## config.mk

```make
export PLATFORM = sky130hd
export DESIGN_NAME = uart_tx_arbiter
export DESIGN_NICKNAME = d
export VERILOG_FILES = /design/src/rtl/uart_pkg.sv /design/src/rtl/rr_arbiter.sv /design/src/rtl/uart_tx_arbiter.sv
export SDC_FILE = /design/constraint.sdc
export NUM_CORES = 1
export LEC_CHECK = 0
export CAP_MARGIN = 30
export CORE_MARGIN = 3
export CORE_UTILIZATION = 51
export DETAILED_ROUTE_END_ITERATION = 10
export GPL_TIMING_DRIVEN = 0
export PLACE_DENSITY = 0.93
export SLEW_MARGIN = 20
export SYNTH_ARGS = -nofsm -noshare
export SYNTH_HDL_FRONTEND = slang
export SYNTH_SLANG_ARGS = --single-unit
```

## constraint.sdc

```tcl
create_clock -name clock -period 7.15 [get_ports clock]
set_clock_uncertainty 0.1 [all_clocks]
set_input_delay 1.0725 -clock clock [delete_from_list [all_inputs] [get_ports clock]]
set_output_delay 1.0725 -clock clock [all_outputs]
set_load 0.1 [all_outputs]
```

## src/rtl/uart_pkg.sv

```systemverilog
// -----------------------------------------------------------------------------
// uart_pkg
// Shared definitions for the UART transmit path: the arbiter FSM state
// encoding, the default byte width and a small width helper.
// No ports (package).
// -----------------------------------------------------------------------------
package uart_pkg;

    // Default byte width; must match uart_tx data_in.
    localparam int DW_DEFAULT = 8;

    // Arbiter FSM states.
    typedef enum logic [1:0] {
        ST_ARB   = 2'd0,
        ST_START = 2'd1,
        ST_WAIT  = 2'd2
    } arb_state_t;

    // clog2 that never returns zero, so a counter always has at least one bit.
    function automatic int clog2_min1(input int v);
        int r;
        if (v <= 2) begin
            r = 1;
        end else begin
            r = $clog2(v);
        end
        return r;
    endfunction

endpackage

```

## src/rtl/rr_arbiter.sv

```systemverilog
// -----------------------------------------------------------------------------
// rr_arbiter
// Purely combinational round-robin pick: returns the first requesting index
// at or after the priority pointer, wrapping modulo NREQ.
// Ports:
//   i_req   [NREQ-1:0]          request vector
//   i_ptr   [clog2(NREQ)-1:0]   highest-priority index (must be < NREQ)
//   o_grant [NREQ-1:0]          one-hot grant (zero when no request)
//   o_idx   [clog2(NREQ)-1:0]   index of the granted requester
//   o_valid                     at least one request present
// -----------------------------------------------------------------------------
module rr_arbiter #(
    parameter int NREQ = 4
) (
    input  logic [NREQ-1:0]         i_req,
    input  logic [$clog2(NREQ)-1:0] i_ptr,
    output logic [NREQ-1:0]         o_grant,
    output logic [$clog2(NREQ)-1:0] o_idx,
    output logic                    o_valid
);

    localparam int IW = $clog2(NREQ);

    // Scan NREQ positions starting at the pointer; the first hit wins.
    always_comb begin
        int  j;
        logic found;
        j       = 0;
        found   = 1'b0;
        o_grant = '0;
        o_idx   = '0;
        for (int k = 0; k < NREQ; k++) begin
            // ptr < NREQ, so one subtraction is enough to wrap.
            j = int'(i_ptr) + k;
            if (j >= NREQ) begin
                j = j - NREQ;
            end else begin
                j = j;
            end
            if (!found && i_req[j]) begin
                found      = 1'b1;
                o_idx      = IW'(j);
                o_grant[j] = 1'b1;
            end else begin
                found = found;
            end
        end
        o_valid = found;
    end

endmodule

```

## src/rtl/uart_tx_arbiter.sv

```systemverilog
// -----------------------------------------------------------------------------
// uart_tx_arbiter
// Shares one uart_tx between NREQ byte producers. Round-robin arbitration,
// optional packet lock (owner keeps the transmitter until a byte flagged
// last), one tx_start pulse per accepted byte, and an optional watchdog that
// aborts the wait for tx_done_tick.
// Ports:
//   clock, reset          system clock, synchronous active-high reset
//   req_valid  [NREQ]     requester i has a byte
//   req_data   [NREQ*DW]  byte of requester i at [i*DW +: DW]
//   req_last   [NREQ]     byte ends a packet (releases the lock)
//   req_ready  [NREQ]     one-hot accept strobe (combinational, ARB only)
//   tx_start              one-cycle start pulse to uart_tx
//   tx_data    [DW]       registered byte to uart_tx
//   tx_done_tick          completion pulse from uart_tx
//   grant_id   [clog2]    current / last owner
//   busy                  high in START and WAIT
//   err_timeout           one-cycle pulse on watchdog abort
// -----------------------------------------------------------------------------
module uart_tx_arbiter
    import uart_pkg::*;
#(
    parameter int NREQ        = 4,
    parameter int DW          = DW_DEFAULT,
    parameter int TIMEOUT_CYC = 0,
    parameter bit LOCK_EN     = 1'b1
) (
    input  logic                    clock,
    input  logic                    reset,
    input  logic [NREQ-1:0]         req_valid,
    input  logic [NREQ*DW-1:0]      req_data,
    input  logic [NREQ-1:0]         req_last,
    output logic [NREQ-1:0]         req_ready,
    output logic                    tx_start,
    output logic [DW-1:0]           tx_data,
    input  logic                    tx_done_tick,
    output logic [$clog2(NREQ)-1:0] grant_id,
    output logic                    busy,
    output logic                    err_timeout
);

    localparam int GW  = $clog2(NREQ);
    localparam int WDW = clog2_min1(TIMEOUT_CYC + 1);
    localparam bit WD_EN = (TIMEOUT_CYC > 0);
    localparam logic [WDW-1:0] WD_LAST = WDW'((TIMEOUT_CYC > 0) ? (TIMEOUT_CYC - 1) : 0);

    arb_state_t      r_state;
    arb_state_t      w_next_state;
    logic            r_lock;
    logic [GW-1:0]   r_ptr;
    logic [WDW-1:0]  r_wd_cnt;
    logic [DW-1:0]   r_tx_data;
    logic [GW-1:0]   r_grant_id;
    logic            r_err_timeout;

    logic [NREQ-1:0] w_owner_mask;
    logic [NREQ-1:0] w_eligible;
    logic [NREQ-1:0] w_grant;
    logic [GW-1:0]   w_win_idx;
    logic            w_win_valid;
    logic            w_win_last;
    logic [DW-1:0]   w_win_data;
    logic            w_done;
    logic            w_wd_hit;

    // Pointer increment that wraps at NREQ-1 (NREQ need not be a power of 2).
    function automatic logic [GW-1:0] inc_wrap(input logic [GW-1:0] v);
        logic [GW-1:0] r;
        if (v == GW'(NREQ - 1)) begin
            r = '0;
        end else begin
            r = v + GW'(1);
        end
        return r;
    endfunction

    // While locked only the current owner may win; everyone else is masked.
    assign w_owner_mask = NREQ'(1'b1) << r_grant_id;
    assign w_eligible   = r_lock ? (req_valid & w_owner_mask) : req_valid;

    rr_arbiter #(
        .NREQ (NREQ)
    ) u_rr (
        .i_req   (w_eligible),
        .i_ptr   (r_ptr),
        .o_grant (w_grant),
        .o_idx   (w_win_idx),
        .o_valid (w_win_valid)
    );

    assign w_win_last = req_last[w_win_idx];
    assign w_win_data = req_data[w_win_idx*DW +: DW];

    // Done only counts in WAIT; a coinciding done suppresses the timeout.
    assign w_done   = (r_state == ST_WAIT) && tx_done_tick;
    assign w_wd_hit = WD_EN && (r_state == ST_WAIT) && !tx_done_tick && (r_wd_cnt == WD_LAST);

    // FSM state register.
    always_ff @(posedge clock) begin
        if (reset) begin
            r_state <= ST_ARB;
        end else begin
            r_state <= w_next_state;
        end
    end

    // FSM next-state logic.
    always_comb begin
        w_next_state = r_state;
        case (r_state)
            ST_ARB: begin
                if (w_win_valid) begin
                    w_next_state = ST_START;
                end else begin
                    w_next_state = ST_ARB;
                end
            end
            ST_START: begin
                w_next_state = ST_WAIT;
            end
            ST_WAIT: begin
                if (w_done || w_wd_hit) begin
                    w_next_state = ST_ARB;
                end else begin
                    w_next_state = ST_WAIT;
                end
            end
            default: begin
                w_next_state = ST_ARB;
            end
        endcase
    end

    // FSM outputs decoded from the state register.
    always_comb begin
        req_ready = '0;
        tx_start  = 1'b0;
        busy      = 1'b0;
        case (r_state)
            ST_ARB: begin
                req_ready = w_grant;
            end
            ST_START: begin
                tx_start = 1'b1;
                busy     = 1'b1;
            end
            ST_WAIT: begin
                busy = 1'b1;
            end
            default: begin
                req_ready = '0;
            end
        endcase
    end

    // Byte latch, owner, lock, rr pointer, watchdog and error pulse.
    always_ff @(posedge clock) begin
        if (reset) begin
            r_tx_data     <= '0;
            r_grant_id    <= '0;
            r_lock        <= 1'b0;
            r_ptr         <= '0;
            r_wd_cnt      <= '0;
            r_err_timeout <= 1'b0;
        end else begin
            r_err_timeout <= w_wd_hit;
            case (r_state)
                ST_ARB: begin
                    if (w_win_valid) begin
                        r_tx_data  <= w_win_data;
                        r_grant_id <= w_win_idx;
                        r_lock     <= LOCK_EN & ~w_win_last;
                    end
                end
                ST_START: begin
                    r_wd_cnt <= '0;
                end
                ST_WAIT: begin
                    if (w_done) begin
                        // A locked owner keeps priority; otherwise rotate past it.
                        if (!r_lock) begin
                            r_ptr <= inc_wrap(r_grant_id);
                        end
                    end else if (w_wd_hit) begin
                        // Abort drops the lock so a stuck packet cannot starve others.
                        r_lock <= 1'b0;
                        r_ptr  <= inc_wrap(r_grant_id);
                    end else if (r_wd_cnt != {WDW{1'b1}}) begin
                        r_wd_cnt <= r_wd_cnt + WDW'(1);
                    end
                end
                default: begin
                    r_lock <= 1'b0;
                end
            endcase
        end
    end

    assign tx_data     = r_tx_data;
    assign grant_id    = r_grant_id;
    assign err_timeout = r_err_timeout;

endmodule

```

Yosys cells after proc, flatten, opt, wreduce, memory -nomap -nowiden
Index checks and enable logic that the tools add are counted.
- register bits after elaboration: 15
- input port bits: 43
- output and inout port bits: 17
- word-level logic and storage cells: 103
- $add $sub $neg: 8
- order comparisons: 13
- equality and inequality tests: 4
- shift-type cells: 2
- mux-type cells: 48
- bitwise operators: 7
- reductions and logical operators: 16
- operators by type and width (cell ; number):
    $ge 32x1->1 const B ; 4
    $lt 32x4->1 const B ; 4
    $mux 32 ; 4
    $ge 32x4->1 const B ; 3
    $sub 32x4->32 const B ; 3
    $shiftx 32x6->8 ; 1
    $mux 4 ; 6
    $mux 1 ; 21
    $mux 2 ; 6
    $or 4x4->4 ; 3
    $bmux 1 s2 ; 5
    $demux 1 s2 ; 4
    $logic_and 1x1->1 ; 8
    $add 2x2->3 const B ; 2
    $pmux 2 s3 ; 1
    $and 4x4->4 ; 1
    $eq 2x2->1 const B ; 2
    $reduce_and 2->1 ; 2
    $shl 1x2->4 const A ; 1
    $sub 2x3->4 const B ; 1
    $add 2x1->3 const B ; 1
    $ge 2x3->1 const B ; 1
    $logic_not 1->1 ; 3
    $lt 2x3->1 const B ; 1
    other kinds (8) ; 10

Depth between registers and ports, before layout
- depth after elaboration: 21
- gate-level depth with buffers: 13
- depth with buffers taken out: 9

Modules after synthesis
From an unflattened synthesis, not the netlist that was laid out.
- cell total of the unflattened synthesis: 148
- area total of the unflattened synthesis: 1422.6 µm²
- modules (own cells, without submodules) (module ; instances ; cells an instance ; area an instance (µm²) ; sequential area each (µm²)):
    uart_tx_arbiter ; 1 ; 100 ; 962.2 ; 300.3
    rr_arbiter ; 1 ; 48 ; 460.4 ; 0.0

Least setup slack after synthesis
No wires, ideal clock.
- path kind: reg2out
- start point: reg r_grant_id[0] (netlist: grant_id[0])
- end point: out req_ready[0]
- data arrival time: 4.612 ns
- required time: 5.977 ns
- slack: 1.365 ns
- stages on the path, launching flop included: 8
- buffers on the path: 1
- path through: dfxtp_1 > ha_1 > mux2i_1 > a211o_1 > a221oi_4 > buf_6 > a222oi_1 > a21boi_0
- cells in the longest elaborated chain, start to end: 17
- elaborated cells on any way between the ends: 32
- those cells by class: 1 x shift; 21 x mux; 4 x bitwise; 6 x reduce/logical
- RTL lines (item ; RTL line ; source):
    from (decl) ; uart_tx_arbiter.sv:53 ; logic [GW-1:0] r_grant_id;
    from (signal assigned) ; uart_tx_arbiter.sv:171 ; r_grant_id <= w_win_idx;
    $shl 1x2->4 (*) ; uart_tx_arbiter.sv:78 ; assign w_owner_mask = NREQ'(1'b1) << r_grant_id;
    $and 4x4->4 (*) ; uart_tx_arbiter.sv:79 ; assign w_eligible = r_lock ? (req_valid & w_owner_mask) : req_valid;
    $mux 4 (*) ; uart_tx_arbiter.sv:79 ;
    $bmux 1 s2 ; rr_arbiter.sv:40 ; if (!found && i_req[j]) begin
    $mux 1 (implied by the code) (2 in a row) ; rr_arbiter.sv:40 ;
    $mux 1 ; rr_arbiter.sv:40 ;
    $logic_not 1->1 ; rr_arbiter.sv:40 ;
    $logic_and 1x1->1 ; rr_arbiter.sv:40 ;
    $mux 1 ; rr_arbiter.sv:40 ;
    $logic_not 1->1 ; rr_arbiter.sv:40 ;
    $logic_and 1x1->1 ; rr_arbiter.sv:40 ;
    $mux 1 ; rr_arbiter.sv:40 ;
    $logic_not 1->1 ; rr_arbiter.sv:40 ;
    $logic_and 1x1->1 ; rr_arbiter.sv:40 ;
    $mux 4 (*) ; rr_arbiter.sv:40 ;
    $mux 4 (*) ; uart_tx_arbiter.sv:139 ; case (r_state)
    to (decl) ; uart_tx_arbiter.sv:33 ; output logic [NREQ-1:0] req_ready,
Every way passes the cells marked *; elsewhere a longest branch is shown, timed or not. The select of a mux whose other input is x is not followed.

Worst setup path after layout
- start point: in req_valid[3]
- end point: out req_ready[0]
- cells in the longest elaborated chain, start to end: 16
- elaborated cells on any way between the ends: 31
- those cells by class: 21 x mux; 4 x bitwise; 6 x reduce/logical
- RTL lines (item ; RTL line ; source):
    from (decl) ; uart_tx_arbiter.sv:30 ; input logic [NREQ-1:0] req_valid,
    $and 4x4->4 ; uart_tx_arbiter.sv:79 ;
    $mux 4 (*) ; uart_tx_arbiter.sv:79 ;
    $bmux 1 s2 ; rr_arbiter.sv:40 ;
    $mux 1 (implied by the code) (2 in a row) ; rr_arbiter.sv:40 ;
    $mux 1 ; rr_arbiter.sv:40 ;
    $logic_not 1->1 ; rr_arbiter.sv:40 ;
    $logic_and 1x1->1 ; rr_arbiter.sv:40 ;
    $mux 1 ; rr_arbiter.sv:40 ;
    $logic_not 1->1 ; rr_arbiter.sv:40 ;
    $logic_and 1x1->1 ; rr_arbiter.sv:40 ;
    $mux 1 ; rr_arbiter.sv:40 ;
    $logic_not 1->1 ; rr_arbiter.sv:40 ;
    $logic_and 1x1->1 ; rr_arbiter.sv:40 ;
    $mux 4 (*) ; rr_arbiter.sv:40 ;
    $mux 4 (*) ; uart_tx_arbiter.sv:139 ;
Marked as above.

==> metrics.md <==
| Metric | Value |
|---|---|
| Clock latency on the worst-skew pair | `approximately 0.24 ns` |
| First-pass iteration count of the detailed router | `5` |
| I/O pin cnt | `60` |
| CTS clk-pin slew, worst paths | `around 0.06 ns` |
| Largest family of logic cells by synthesized area | `compound AO/OA/AOI/OAI gates` |
| Largest net degree at the start of global routing | `11` |
| Period Utilization, post-route | `0.752` |
| Final GP Congestion | `0.839` |
| WL/cell | `17.1 um` |
| Startpoint types | `input port` |
| Die Span Y | `between 60 and 70 um` |
| PostCTS Resize Cnt | `0` |
| Die area | `about 4500 um2` |
| Sequential share of the synthesized area | `0.159` |
| RR Endpoint | `tx_data[4]` |
| Primary FF master, synth | `dfxtp_1` |
| Total CTS buffers | `3` |
| #FFs+latches synth | `15` |
| CTS root buf | `clkbuf_8` |
| Slew @ Worst Pin | `about 1 ns` |
| Max-cap viol count | `0` |
| Total congestion overflow | `0` |
| Via density | `about 6.6` |
| First-pass GRT wire length | `about 9100 um` |
| Die W | `~67 um` |
| Hold-fix buffers at CTS | `0` |
| Setup TNS Final | `0 ns` |
| Required @ worst endpoint | `5.98 ns` |
| Avg Cell Area, Syn | `between 8 and 9 um2` |
| Cell variety after synth | `between 40 and 50` |
| RSZ-0062 raised after global routing | `no` |
| Slew HR | `0.343` |
| Fin. Hold Viols | `0` |
| Fmax | `~190 MHz` |
| Vias | `about 2300` |
| Commonest non-fill, non-tap cell in the layout | `clkdlybuf4s50_1` |
| Synthesis Warnings | `0` |
| Async SR Flop Fraction | `0` |
| R2R Path Start | `r_ptr[0]` |
| Final setup margin | `around 1.8 ns` |
| Status | `completed` |
| CP endpoint kind | `primary output` |
| Power Dens Cells | `between 200 and 300 nW/um2` |
| CTS Sinks | `15` |
| Final max-slew violation count | `0` |
| Worst Hold End | `tx_data[1]` |
| Pleak | `0.960 nW` |
| Min-delay src | `tx_data[1]` |
| CTS tree | `done` |
| VDD IR max | `between 0.2 and 0.3 mV` |
| Hold Path Depth | `1` |
| DP Wirelength | `4430 um` |
| Synth-to-Final Area Change | `35.5%` |
| Number of flops mapped to enable cells by yosys | `0` |
| Sequential cell area | `300 um2` |
| Commonest cells after routing, fill and taps aside | `clkdlybuf4s50_1 (57), nand2_1 (22), nor2_1 (17), inv_1 (16)` |
| Fillers | `between 200 and 300` |
| Mux cell area share after synthesis | `0.0601` |
| Share of layout cells above drive strength 1 | `0.0909` |
| Antenna violations before repair | `0` |
| Final setup viols | `0` |
| CP Data Arrival Time | `4.21 ns` |
| Pre-CTS WS | `1.87 ns` |
| Synth Area in Compound Gates | `0.429` |
| Critical path class | `input port to primary output` |
| Wirelength, routed | `~6000 um` |
| DR iter-0 viols | `about 320` |
| DRC errors left | `0` |
| Core Footprint | `around 3500 um2` |
| XOR/XNOR Fraction of Synth Area | `0.00462` |
| Multi-input gate area | `between 1000 and 1500 um2` |
| Row cnt | `21` |
| Post-Synth Simple-Gate Area | `0.162` |
| Initial Utilization | `0.546` |
| Mapped Area | `1890 um2` |
| Max H-tree Level | `1` |
| Layout Nets | `about 360` |
| Gr usage total | `0.257` |
| Final Critical Period | `~5.4 ns` |
| Buffer depth of the longest clock path | `2` |
| Antenna diodes | `0` |
| Vias in the first global route | `around 2000` |
| Worst R2R Path Depth | `12` |
| CP Max Fanout | `10` |
| Mapped Cells | `around 240` |
| DRT antenna net count | `0` |
| FF-to-FF setup slack | `about 3.7 ns` |
| Mapped Nets | `just under 300` |
| PortBufs | `between 50 and 60` |
| Hold Path Class | `flop to flop` |
| Synth Area in Adders | `0.0991` |
| Post-CTS Setup Repair Bufs | `0` |
cell usage after synthesis, types with 3 or more instances:
cell / number / area, um2
a2111oi_2: 7 / 105
a211o_1: 4 / 35.0
a21boi_0: 5 / 37.5
a21o_1: 5 / 37.5
a21oi_1: 8 / 40.0
a221o_1: 7 / 70.1
a222oi_1: 4 / 40.0
a31oi_1: 7 / 43.8
buf_2: 3 / 15.0
buf_6: 5 / 56.3
clkbuf_1: 4 / 15.0
dfxtp_1: 15 / 300
ha_1: 15 / 188
inv_1: 16 / 60.1
mux2i_1: 10 / 100
nand2_1: 22 / 82.6
nand3_1: 6 / 30.0
nor2_1: 17 / 63.8
nor3_1: 13 / 65.1
o21ai_0: 9 / 45.0
o22a_1: 7 / 61.3
o32ai_1: 15 / 131
per-layer routing:
layer  global-route usage  vias to the layer above  share of wire
li1                     -                     1047              -
met1                0.353                     1047           0.41
met2                0.426                      156           0.47
met3               0.0202                       22          0.095
met4               0.0709                        0          0.019
met5                    0                        -              0
how the worst max path moves through the flow:
stage	from	to	slack (ns)	cells past startpoint
detailed placement	req_valid[2]	req_ready[0]	1.87	8
finish	req_valid[3]	req_ready[0]	1.77	8
CTS	req_valid[3]	req_ready[0]	1.86	8
global route	req_valid[2]	req_ready[0]	1.69	8
global placement	req_valid[2]	req_ready[0]	1.90	8
floorplan	grant_id[0]	req_ready[0]	1.37	7
report_power, final:
part	leakage [nW]	internal, mW	switching [mW]
logic	0.814	0.150	0.322
clock network	0.0228	0.0394	0.0292
registers	0.124	0.103	0.0155
layout make-up:
type                       count  share of cell area
buffer                        15              0.0395
clock buffer                   4              0.0175
inverter                      16              0.0234
multi-input combinational    190               0.558
sequential                    15               0.117
tap                           46              0.0224
timing repair buffer          57               0.222
flip-flops by register name, indices dropped and copies added, names as in the netlist:
signal    count
r_lock        1
r_state       2
tx_data       8
r_ptr         2
grant_id      2
per-stage QoR:
step / util / cells / power [mW] / hold slack (ns) / area, um2
3_5_place_dp: 0.727 / 339 / 0.584 / 0.374 / 2520
3_3_place_gp: 0.727 / 339 / 0.576 / 0.373 / 2520
4_1_cts: 0.740 / 343 / 0.653 / 0.393 / 2570
5_1_grt: 0.740 / 343 / 0.689 / 0.413 / 2570
6_report: 0.740 / 343 / 0.660 / 0.391 / 2570
2_1_floorplan: - / 236 / 0.472 / 0.413 / 1890
logic make-up after synthesis:
group / after synthesis
fa+ha+maj: 15
mux: 11
buf+inv: 31
xor+xnor: 1
simple gates: 67
other cells: 1
compound gates: 95
flops: 15
worst max-delay path, cell delays in order:
cell             delay, ns
clkdlybuf4s50_1       0.43
mux2i_1               0.32
a21o_1                0.22
nand2_1               0.25
a21oi_1               0.40
a222oi_1              0.18
a21boi_0              0.18
clkdlybuf4s50_1       1.15
Note: power is estimated with default switching activity, not from simulation.
